==> src/rtl/ex_pkg.sv <==
// Shared encodings for the execute stage: bus widths, ALU op/select codes and divider states.
package ex_pkg;
   localparam int unsigned XLEN       = 32;
   localparam int unsigned DIV_STEPS  = XLEN;
   localparam int unsigned ALU_OP_W   = 8;
   localparam int unsigned ALU_SEL_W  = 3;
   localparam int unsigned REG_ADDR_W = 5;

   localparam logic                  WRITE_ENABLE  = 1'b1;
   localparam logic                  WRITE_DISABLE = 1'b0;
   localparam logic [XLEN-1:0]       ZERO_WORD     = '0;
   localparam logic [REG_ADDR_W-1:0] NOP_REG_ADDR  = '0;

   localparam logic [ALU_OP_W-1:0] EXE_NOP_OP    = 8'h00;
   localparam logic [ALU_OP_W-1:0] EXE_AND_OP    = 8'h01;
   localparam logic [ALU_OP_W-1:0] EXE_OR_OP     = 8'h02;
   localparam logic [ALU_OP_W-1:0] EXE_XOR_OP    = 8'h03;
   localparam logic [ALU_OP_W-1:0] EXE_SLL_OP    = 8'h04;
   localparam logic [ALU_OP_W-1:0] EXE_SRL_OP    = 8'h05;
   localparam logic [ALU_OP_W-1:0] EXE_SRA_OP    = 8'h06;
   localparam logic [ALU_OP_W-1:0] EXE_ADD_OP    = 8'h07;
   localparam logic [ALU_OP_W-1:0] EXE_SUB_OP    = 8'h08;
   localparam logic [ALU_OP_W-1:0] EXE_SLT_OP    = 8'h09;
   localparam logic [ALU_OP_W-1:0] EXE_SLTU_OP   = 8'h0a;
   localparam logic [ALU_OP_W-1:0] EXE_JAL_OP    = 8'h0b;
   localparam logic [ALU_OP_W-1:0] EXE_JALR_OP   = 8'h0c;
   localparam logic [ALU_OP_W-1:0] EXE_LB_OP     = 8'h10;
   localparam logic [ALU_OP_W-1:0] EXE_LH_OP     = 8'h11;
   localparam logic [ALU_OP_W-1:0] EXE_LW_OP     = 8'h12;
   localparam logic [ALU_OP_W-1:0] EXE_LBU_OP    = 8'h13;
   localparam logic [ALU_OP_W-1:0] EXE_LHU_OP    = 8'h14;
   localparam logic [ALU_OP_W-1:0] EXE_SB_OP     = 8'h18;
   localparam logic [ALU_OP_W-1:0] EXE_SH_OP     = 8'h19;
   localparam logic [ALU_OP_W-1:0] EXE_SW_OP     = 8'h1a;
   localparam logic [ALU_OP_W-1:0] EXE_MUL_OP    = 8'h20;
   localparam logic [ALU_OP_W-1:0] EXE_MULH_OP   = 8'h21;
   localparam logic [ALU_OP_W-1:0] EXE_MULHSU_OP = 8'h22;
   localparam logic [ALU_OP_W-1:0] EXE_MULHU_OP  = 8'h23;
   localparam logic [ALU_OP_W-1:0] EXE_DIV_OP    = 8'h24;
   localparam logic [ALU_OP_W-1:0] EXE_DIVU_OP   = 8'h25;
   localparam logic [ALU_OP_W-1:0] EXE_REM_OP    = 8'h26;
   localparam logic [ALU_OP_W-1:0] EXE_REMU_OP   = 8'h27;

   localparam logic [ALU_SEL_W-1:0] EXE_RES_NOP     = 3'd0;
   localparam logic [ALU_SEL_W-1:0] EXE_RES_LOGIC   = 3'd1;
   localparam logic [ALU_SEL_W-1:0] EXE_RES_SHIFT   = 3'd2;
   localparam logic [ALU_SEL_W-1:0] EXE_RES_ARITH   = 3'd3;
   localparam logic [ALU_SEL_W-1:0] EXE_RES_COMPARE = 3'd4;
   localparam logic [ALU_SEL_W-1:0] EXE_RES_JUMP    = 3'd5;
   localparam logic [ALU_SEL_W-1:0] EXE_RES_MULDIV  = 3'd6;

   typedef enum logic [1:0] {DivIdle, DivBusy, DivDone} div_state_e;

   function automatic logic is_div_op(input logic [ALU_OP_W-1:0] op);
      return (op == EXE_DIV_OP) || (op == EXE_DIVU_OP) ||
             (op == EXE_REM_OP) || (op == EXE_REMU_OP);
   endfunction
endpackage

==> src/rtl/ex_div_unit.sv <==
// Iterative radix-2 restoring divider for DIV/DIVU/REM/REMU; operands are held stable by the
// pipeline for the whole operation, so the sign fix-up is applied on the fly in DONE.
module ex_div_unit
   import ex_pkg::*;
(
   input  logic            clk,
   input  logic            rst,
   input  logic            start,
   input  logic            is_signed,
   input  logic            is_rem,
   input  logic [XLEN-1:0] dividend,
   input  logic [XLEN-1:0] divisor,
   output logic [XLEN-1:0] result,
   output logic            busy,
   output logic            done
);
   div_state_e      state_q;
   logic [XLEN-1:0] rem_q, divisor_q, quot_q;
   logic [5:0]      count_q;
   logic            neg_q, neg_r;
   logic [XLEN-1:0] abs_a, abs_b;
   logic [XLEN:0]   trial;

   assign abs_a = (is_signed && dividend[XLEN-1]) ? (ZERO_WORD - dividend) : dividend;
   assign abs_b = (is_signed && divisor[XLEN-1]) ? (ZERO_WORD - divisor) : divisor;
   // Partial remainder shifted left by one with the next dividend bit, minus the divisor.
   assign trial = {rem_q, quot_q[XLEN-1]} - {1'b0, divisor_q};

   always_ff @(posedge clk) begin
      if (rst) begin
         state_q   <= DivIdle;
         rem_q     <= '0;
         divisor_q <= '0;
         quot_q    <= '0;
         count_q   <= '0;
         neg_q     <= 1'b0;
         neg_r     <= 1'b0;
      end else begin
         unique case (state_q)
            DivIdle: begin
               if (start) begin
                  if (divisor == ZERO_WORD) begin
                     quot_q  <= '1;
                     rem_q   <= dividend;
                     neg_q   <= 1'b0;
                     neg_r   <= 1'b0;
                     state_q <= DivDone;
                  end else begin
                     quot_q    <= abs_a;
                     rem_q     <= '0;
                     divisor_q <= abs_b;
                     count_q   <= '0;
                     neg_q     <= is_signed && (dividend[XLEN-1] ^ divisor[XLEN-1]);
                     neg_r     <= is_signed && dividend[XLEN-1];
                     state_q   <= DivBusy;
                  end
               end
            end
            DivBusy: begin
               if (!trial[XLEN]) begin
                  rem_q  <= trial[XLEN-1:0];
                  quot_q <= {quot_q[XLEN-2:0], 1'b1};
               end else begin
                  rem_q  <= {rem_q[XLEN-2:0], quot_q[XLEN-1]};
                  quot_q <= {quot_q[XLEN-2:0], 1'b0};
               end
               count_q <= count_q + 6'd1;
               if (count_q == 6'(DIV_STEPS - 1)) state_q <= DivDone;
            end
            DivDone: state_q <= DivIdle;
            default: state_q <= DivIdle;
         endcase
      end
   end

   always_comb begin
      if (is_rem) result = neg_r ? (ZERO_WORD - rem_q) : rem_q;
      else        result = neg_q ? (ZERO_WORD - quot_q) : quot_q;
   end

   assign busy = (state_q == DivBusy);
   assign done = (state_q == DivDone);
endmodule

==> src/rtl/ex.sv <==
// Execute stage of the RV32IM pipeline: single-cycle ALU/shift/compare/multiply/link/address,
// with an iterative divider that holds the pipeline via stallreq_o while it runs.
module ex
   import ex_pkg::*;
(
   input  logic                  clk,
   input  logic                  rst,
   input  logic [ALU_OP_W-1:0]   aluop_i,
   input  logic [ALU_SEL_W-1:0]  alusel_i,
   input  logic [XLEN-1:0]       reg1_i,
   input  logic [XLEN-1:0]       reg2_i,
   input  logic [XLEN-1:0]       imm_i,
   input  logic                  wreg_i,
   input  logic [REG_ADDR_W-1:0] wd_i,
   input  logic [XLEN-1:0]       jb_link_addr_i,
   output logic                  wreg_o,
   output logic [REG_ADDR_W-1:0] wd_o,
   output logic [XLEN-1:0]       wdata_o,
   output logic [ALU_OP_W-1:0]   aluop_o,
   output logic [XLEN-1:0]       mem_addr_o,
   output logic [XLEN-1:0]       reg2_o,
   output logic                  stallreq_o
);
   logic [XLEN-1:0]          logic_res, shift_res, arith_res, cmp_res, mul_res, div_res;
   logic signed [2*XLEN-1:0] mul_a, mul_b, mul_prod;
   logic                     a_signed, b_signed;
   logic                     div_op, div_signed, div_rem, div_busy, div_done, div_stall;
   logic [4:0]               shamt;

   assign shamt      = reg2_i[4:0];
   assign div_op     = is_div_op(aluop_i);
   assign div_signed = (aluop_i == EXE_DIV_OP) || (aluop_i == EXE_REM_OP);
   assign div_rem    = (aluop_i == EXE_REM_OP) || (aluop_i == EXE_REMU_OP);
   // Held from divide decode through the last iteration; drops in the result cycle.
   assign div_stall  = !rst && !div_done && (div_op || div_busy);

   ex_div_unit u_div (
      .clk       (clk),
      .rst       (rst),
      .start     (div_op),
      .is_signed (div_signed),
      .is_rem    (div_rem),
      .dividend  (reg1_i),
      .divisor   (reg2_i),
      .result    (div_res),
      .busy      (div_busy),
      .done      (div_done)
   );

   always_comb begin
      logic_res = ZERO_WORD;
      shift_res = ZERO_WORD;
      arith_res = ZERO_WORD;
      cmp_res   = ZERO_WORD;
      case (aluop_i)
         EXE_AND_OP:  logic_res = reg1_i & reg2_i;
         EXE_OR_OP:   logic_res = reg1_i | reg2_i;
         EXE_XOR_OP:  logic_res = reg1_i ^ reg2_i;
         EXE_SLL_OP:  shift_res = reg1_i << shamt;
         EXE_SRL_OP:  shift_res = reg1_i >> shamt;
         EXE_SRA_OP:  shift_res = $signed(reg1_i) >>> shamt;
         EXE_ADD_OP:  arith_res = reg1_i + reg2_i;
         EXE_SUB_OP:  arith_res = reg1_i - reg2_i;
         EXE_SLT_OP:  cmp_res = {{(XLEN-1){1'b0}}, $signed(reg1_i) < $signed(reg2_i)};
         EXE_SLTU_OP: cmp_res = {{(XLEN-1){1'b0}}, reg1_i < reg2_i};
         default: ;
      endcase
   end

   // 33x33 signed product realised as a 64-bit product of sign- or zero-extended operands.
   always_comb begin
      a_signed = (aluop_i != EXE_MULHU_OP);
      b_signed = (aluop_i == EXE_MUL_OP) || (aluop_i == EXE_MULH_OP);
      mul_a    = {{XLEN{a_signed && reg1_i[XLEN-1]}}, reg1_i};
      mul_b    = {{XLEN{b_signed && reg2_i[XLEN-1]}}, reg2_i};
      mul_prod = mul_a * mul_b;
      mul_res  = (aluop_i == EXE_MUL_OP) ? mul_prod[XLEN-1:0] : mul_prod[2*XLEN-1:XLEN];
   end

   always_comb begin
      wreg_o     = WRITE_DISABLE;
      wd_o       = NOP_REG_ADDR;
      wdata_o    = ZERO_WORD;
      aluop_o    = EXE_NOP_OP;
      mem_addr_o = ZERO_WORD;
      reg2_o     = ZERO_WORD;
      stallreq_o = 1'b0;
      if (!rst) begin
         aluop_o    = aluop_i;
         mem_addr_o = reg1_i + imm_i;
         reg2_o     = reg2_i;
         stallreq_o = div_stall;
         wreg_o     = div_stall ? WRITE_DISABLE : wreg_i;
         wd_o       = div_stall ? NOP_REG_ADDR : wd_i;
         case (alusel_i)
            EXE_RES_LOGIC:   wdata_o = logic_res;
            EXE_RES_SHIFT:   wdata_o = shift_res;
            EXE_RES_ARITH:   wdata_o = arith_res;
            EXE_RES_COMPARE: wdata_o = cmp_res;
            EXE_RES_JUMP:    wdata_o = jb_link_addr_i;
            EXE_RES_MULDIV:  wdata_o = div_op ? div_res : mul_res;
            default:         wdata_o = ZERO_WORD;
         endcase
      end
   end
endmodule

==> config.mk <==
export PLATFORM = sky130hd
export DESIGN_NAME = ex
export DESIGN_NICKNAME = d
export VERILOG_FILES = /design/src/rtl/ex_pkg.sv /design/src/rtl/ex_div_unit.sv /design/src/rtl/ex.sv
export SDC_FILE = /design/constraint.sdc
export NUM_CORES = 2
export LEC_CHECK = 0
export ABC_AREA = 1
export BUFFER_PORTS_ARGS = -buffer_cell sky130_fd_sc_hd__buf_2
export CORE_MARGIN = 2
export CORE_UTILIZATION = 50
export DETAILED_ROUTE_END_ITERATION = 8
export PLACE_DENSITY = 0.77
export SLEW_MARGIN = 0
export SYNTH_ARGS = -nofsm -noshare
export SYNTH_HDL_FRONTEND = slang
export SYNTH_SLANG_ARGS = --single-unit
==> constraint.sdc <==
create_clock -name clk -period 19.3 [get_ports clk]
set_input_delay 1.93 -clock clk [delete_from_list [all_inputs] [get_ports clk]]
set_output_delay 1.93 -clock clk [all_outputs]
set_load 0.01 [all_outputs]
Word-level counts from Yosys, hierarchy flattened
Cells that the tools add are included.
{"block": "word_totals", "reg_bits": 106, "inputBits": 147, "out_inout_bits": 111, "elab_cells": 118}
{"block": "classes", "addsub": 9, "multipliers": 1, "order_cmp": 2, "eq_ne": 29, "shift": 3, "n_mux": 38, "bitwise": 5, "n_reduce_logical": 24}
{"cell": "32-bit two-way mux", "count": 15}
{"cell": "32-bit case mux with 2 select lines", "count": 3}
{"cell": "32-bit case mux with 3 select lines", "count": 2}
{"cell": "32-bit case mux with 6 select lines", "count": 1}
{"cell": "1-bit by 32-bit subtractor with 32-bit output (first input constant)", "count": 4}
{"cell": "32-bit adder", "count": 2}
{"cell": "32-bit < comparator", "count": 2}
{"cell": "33-bit by 33-bit multiplier with 64-bit output", "count": 1}
{"cell": "8-bit by 6-bit equality test with 1-bit output (second input constant)", "count": 6}
{"cell": "33-bit by 32-bit subtractor with 33-bit output", "count": 1}
{"cell": "32-bit bitwise AND", "count": 1}
{"cell": "8-bit by 3-bit equality test with 1-bit output (second input constant)", "count": 4}
{"cell": "32-bit zero test", "count": 1}
{"cell": "32-bit OR", "count": 1}
{"cell": "32-bit by 5-bit << shifter with 32-bit output", "count": 1}
{"cell": "32-bit by 5-bit >> shifter with 32-bit output", "count": 1}
{"cell": "32-bit by 5-bit >>> shifter with 32-bit output", "count": 1}
{"cell": "32-bit subtractor", "count": 1}
{"cell": "32-bit bitwise XOR", "count": 1}
{"cell": "8-bit by 4-bit equality test with 1-bit output (second input constant)", "count": 3}
{"cell": "8-bit by 2-bit equality test with 1-bit output (second input constant)", "count": 2}
{"cell": "6-bit two-way mux", "count": 2}
{"cell": "6-bit case mux with 2 select lines", "count": 1}
{"cell": "5-bit two-way mux", "count": 2}
{"cell": "25 further kinds", "count": 52}

Depth between registers and ports, before layout
{"block": "logic_depth", "depth_word": 8, "depth_mapped": 41, "ltp_nobuf": 40}

Hierarchy
Synthesis repeated with hierarchy kept, for this count alone.
{"block": "unflattened", "cells_unflattened": 9373, "hier_area_um2": 62735.2}
{"module": "ex", "instances": 1, "cells_per_inst": 7338, "area_per_inst_um2": 51623.3, "seq_area_each_um2": 0.0}
{"module": "ex_div_unit", "instances": 1, "cells_per_inst": 2035, "area_per_inst_um2": 11111.9, "seq_area_each_um2": 2122.0}

Worst setup path after synthesis
OpenSTA, ideal clock, no wires.
{"block": "synth_timing", "kind": "input -> output", "from": "in reg1_i[31]", "to": "out wdata_o[22]", "arrival_ns": 9.317, "required_time_ns": 17.370, "setup_slack_ns": 8.053, "path_stages": 28, "n_path_buf": 3, "path_cell_list": "clkbuf_1 -> buf_1 -> nand2_1 -> clkbuf_1 -> nor2_1 -> fa_1 -> fa_1 -> fa_1 -> fa_1 -> inv_1 -> fa_1 -> fa_1 -> fa_1 -> fa_1 -> inv_1 -> ha_1 -> nand2_1 -> nor2_1 -> inv_1 -> nor2_1 -> inv_1 -> nor4_1 -> nand2_1 -> nand4_1 -> nand3_1 -> nand2_1 -> nand2_1 -> a21oi_1"}
{"block": "synth_via", "elab_chain_cells": 6, "word_cells_on_any_way": 10, "cone_classes": "mul (1); shift (3); mux (5); reduce/logical (1)"}
{"element": "start, declared", "line_no": "ex.sv:10", "source": "input logic [XLEN-1:0] reg1_i,"}
{"element": "1-bit logical AND", "line_no": "ex.sv:74", "source": "mul_a = {{XLEN{a_signed && reg1_i[XLEN-1]}}, reg1_i};"}
{"element": "33-bit by 33-bit multiplier with 64-bit output", "line_no": "ex.sv:76", "source": "mul_prod = mul_a * mul_b;"}
{"element": "32-bit two-way mux", "line_no": "ex.sv:77", "source": "mul_res = (aluop_i == EXE_MUL_OP) ? mul_prod[XLEN-1:0] : mul_prod[2*XLEN-1:XLEN];"}
{"element": "32-bit two-way mux", "line_no": "ex.sv:101", "source": "EXE_RES_MULDIV: wdata_o = div_op ? div_res : mul_res;"}
{"element": "32-bit case mux with 6 select lines *", "line_no": "ex.sv:95", "source": "case (alusel_i)"}
{"element": "32-bit two-way mux *", "line_no": "ex.sv:88", "source": "if (!rst) begin"}
{"element": "end, declared", "line_no": "ex.sv:18", "source": "output logic [XLEN-1:0] wdata_o,"}
Every way passes the cells marked *; elsewhere a longest branch is shown, timed or not.

Final worst setup path
{"block": "layout_timing", "from": "in aluop_i[6]", "to": "out wdata_o[13]"}
{"block": "layout_via", "elab_chain_cells": 8, "word_cells_on_any_way": 31, "cone_classes": "mul (1); eq/ne (15); mux (8); reduce/logical (7)"}
{"element": "start, declared", "line_no": "ex.sv:8", "source": "input logic [ALU_OP_W-1:0] aluop_i,"}
{"element": "8-bit by 6-bit equality test with 1-bit output (on tied branches)", "line_no": "ex.sv:73, ex.sv:77"}
{"element": "1-bit logical OR", "line_no": "ex.sv:73", "source": "b_signed = (aluop_i == EXE_MUL_OP) || (aluop_i == EXE_MULH_OP);"}
{"element": "1-bit logical AND", "line_no": "ex.sv:75", "source": "mul_b = {{XLEN{b_signed && reg2_i[XLEN-1]}}, reg2_i};"}
{"element": "33-bit by 33-bit multiplier with 64-bit output", "line_no": "ex.sv:76"}
{"element": "32-bit two-way mux", "line_no": "ex.sv:77"}
{"element": "32-bit two-way mux", "line_no": "ex.sv:101"}
{"element": "32-bit case mux with 6 select lines *", "line_no": "ex.sv:95"}
{"element": "32-bit two-way mux *", "line_no": "ex.sv:88"}
Marks and branches as above.

==> impl_metrics.yaml <==
outcome:
  status: "finished clean"
finish:
  syn_to_final_growth_pct: 4.88
  final_nets: 10700
  drive_gt1_share_pct: 5.21
  multi_input_area_sq_mm: 0.0498
  regArea_sq_mm: 0.00212
  fillCellCount: 12000
  finish.utilization_pct: 52.9
worst_setup_path:
  slowest_delay_ns: 0.73
  worstPathArrival_ns: 12.07
  worstPathRequired_ns: 17.37
  start_kind: "input pin"
  crit_fanout: 16
  path_common_cell: "fa_1"
  end_kind: "output pin"
  crit_path_top_delay_cell: "fa_1"
  path_class: "input pin to output pin"
clock_network:
  clkTransAtPathRegs_ns: 0.07
  hold_buffers: 0
  cts.sinks: 106
  cts_buffer_depth: 2
  clock_latency_ns: 0.37
  cts_tree: "done"
  clockRootBuffer: "clkbuf_16"
  post_cts_resize_count: 0
  cts_buffers: 9
  htreeDepth: 3
  post_cts_buffers: 0
floorplanning:
  ioPinCount: 258
  die_w_microns: 355
  start_util_pct: 50.4
  core_sq_mm: 0.122
  core.rowCount: 128
  die-area_sq_mm: 0.126
  die_height_microns: 355
global_routing:
  antenna_found_initial: 26
  global_route.usage.met3_pct: 14.9
  grt_pass1_wl_microns: 442000
  grt_pass1_vias: 64500
  grt_overflow_total: 0
  grt_max_degree: 89
  track_usage_pct: 48.6
  grtUsageMet1_pct: 62.5
  grtUsageMet2_pct: 70.5
  top_usage_layer: "met2"
timing:
  hold_ws_ns: 0.479
  tns_ns: 0
  setup_viol: 0
  fmax_mhz: 71.4
  skew_ns: 0.0106
  worst_pin_slew_ns: 1.32
  slew_violations: 0
  finalCritPeriodShare_pct: 72.5
  maxSlewHeadroom_pct: 11.1
  hold_viol: 0
  min_period_ns: 14.00
  rsz0062_at_grt: "no"
route:
  dr.pass1.iters: 7
  routed_wl_microns: 308000
  dr_total_vias: 64600
  wire_per_inst_microns: 28.8
  drc: 0
  via_per_inst: 6.04
  drt_iter0_markers: 9091
  ant_nets: 0
placement:
  gp_congestion: 1.17
  portBuffers: 257
  place_hpwl_microns: 249000
synthesis:
  syn_inst: 9078
  syn_area_sq_mm: 0.0615
  synth_ff_type: "dfxtp_1"
  synth_cell_type_count: 61
  synth_most_common_cell: "nand2_1"
  avgSynthCellArea_sq_um: 6.77
  yosys-top-cells-area: "fa_1, nand2_1, inv_1"
  async_flop_share_pct: 0
  synth_top_cell_by_area: "fa_1"
  yosysWarnings: 0
  synth_fp_nets: 10700
  synth_common_cells: "nand2_1, inv_1, fa_1, nor2_1, a21oi_1"
  synth_edf_count: 0
  yosys.area.top_type_share_pct: 36.8
  ys_seq_elements: 106
  ys_seq_area_share_pct: 3.45
flow_run:
  max-cap-violations: 0
worst_hold_path:
  hp-class: "flop to flop"
logic make-up (layout without fill, tap and decap cells):
kind of cell | after synthesis | after routing | synth area share [%]
flops | 106 | 106 | 3.45
xor+xnor | 128 | 128 | 1.82
other cells | 0 | 13 | 0
simple gates | 3470 | 3470 | 22.7
mux | 12 | 12 | 0.195
fa+ha+maj | 1506 | 1506 | 44.4
buf+inv | 2528 | 2507 | 15.6
compound gates | 1328 | 1328 | 11.8
stage by stage:
step	instance area [sq um]	instances	worst slack, ns
3_3_place_gp	64100	10700	5.76
2_1_floorplan	61500	9078	8.05
3_5_place_dp	64100	10700	5.67
4_1_cts	64400	10700	5.64
6_report	64500	10700	5.30
5_1_grt	64400	10700	5.07
placed cells by master (no fill, tap or decap), types with 21 or more instances in the layout:
cell type	n
a21oi_1	544
o21ai_0	535
o211ai_1	30
nand2_1	2273
o221ai_1	29
o22ai_1	21
xor2_1	97
nor2_1	643
nand4_1	60
ha_1	377
buf_2	255
inv_1	2077
nor3_1	64
fa_1	1129
xnor2_1	31
a31oi_1	42
nand3_1	352
buf_4	135
o21bai_1	31
dfxtp_1	106
flip-flops by register name, indices dropped and copies added, names as in the netlist:
| register | cells |
|---|---|
| u_div.neg_q | 1 |
| u_div.quot_q | 32 |
| u_div.divisor_q | 32 |
| u_div.rem_q | 32 |
| u_div.state_q | 2 |
| u_div.count_q | 6 |
| u_div.neg_r | 1 |
path summary, 6_finish.rpt:
| check | startpoint | to | slack [ns] | depth (start not counted) |
|---|---|---|---|---|
| worst max-delay path | aluop_i[6] | wdata_o[13] | 5.30 | 31 |
| worst min register to register | u_div.count_q[4]$_SDFFE_PP0P_ | u_div.count_q[4]$_SDFFE_PP0P_ | 0.48 | 2 |
| worst min-delay path | u_div.count_q[4]$_SDFFE_PP0P_ | u_div.count_q[4]$_SDFFE_PP0P_ | 0.48 | 2 |
| worst max register to register | u_div.state_q[0]$_SDFFE_PP0P_ | u_div.count_q[5]$_SDFFE_PP0P_ | 15.51 | 14 |
cell type report:
class | instances | area share [%]
multi-input cells | 6444 | 77.3
diodes | 13 | 0.0505
flip-flops and latches | 106 | 3.29
well taps | 1625 | 3.15
clock buffers | 12 | 0.398
repair buffers | 390 | 3.55
inverters | 2101 | 12.2
clock inverters | 4 | 0.0524
critical path: cells and delay by family:
kind            cells  cell delay (ns)
fa+ha+maj           9             4.96
simple gates       11             2.53
compound gates      4             1.38
buf+inv             7             1.23
layer usage:
| metal | share of wire, % | wire length, microns |
|---|---|---|
| met3 | 13 | 41200 |
| met4 | 8.6 | 26400 |
| met5 | 0.029 | 91 |
| met2 | 41 | 127000 |
| met1 | 37 | 114000 |
Power is left out: the tool's default activity adds up to more than one toggle a clock period on the data nets, which glitch-free logic cannot reach.
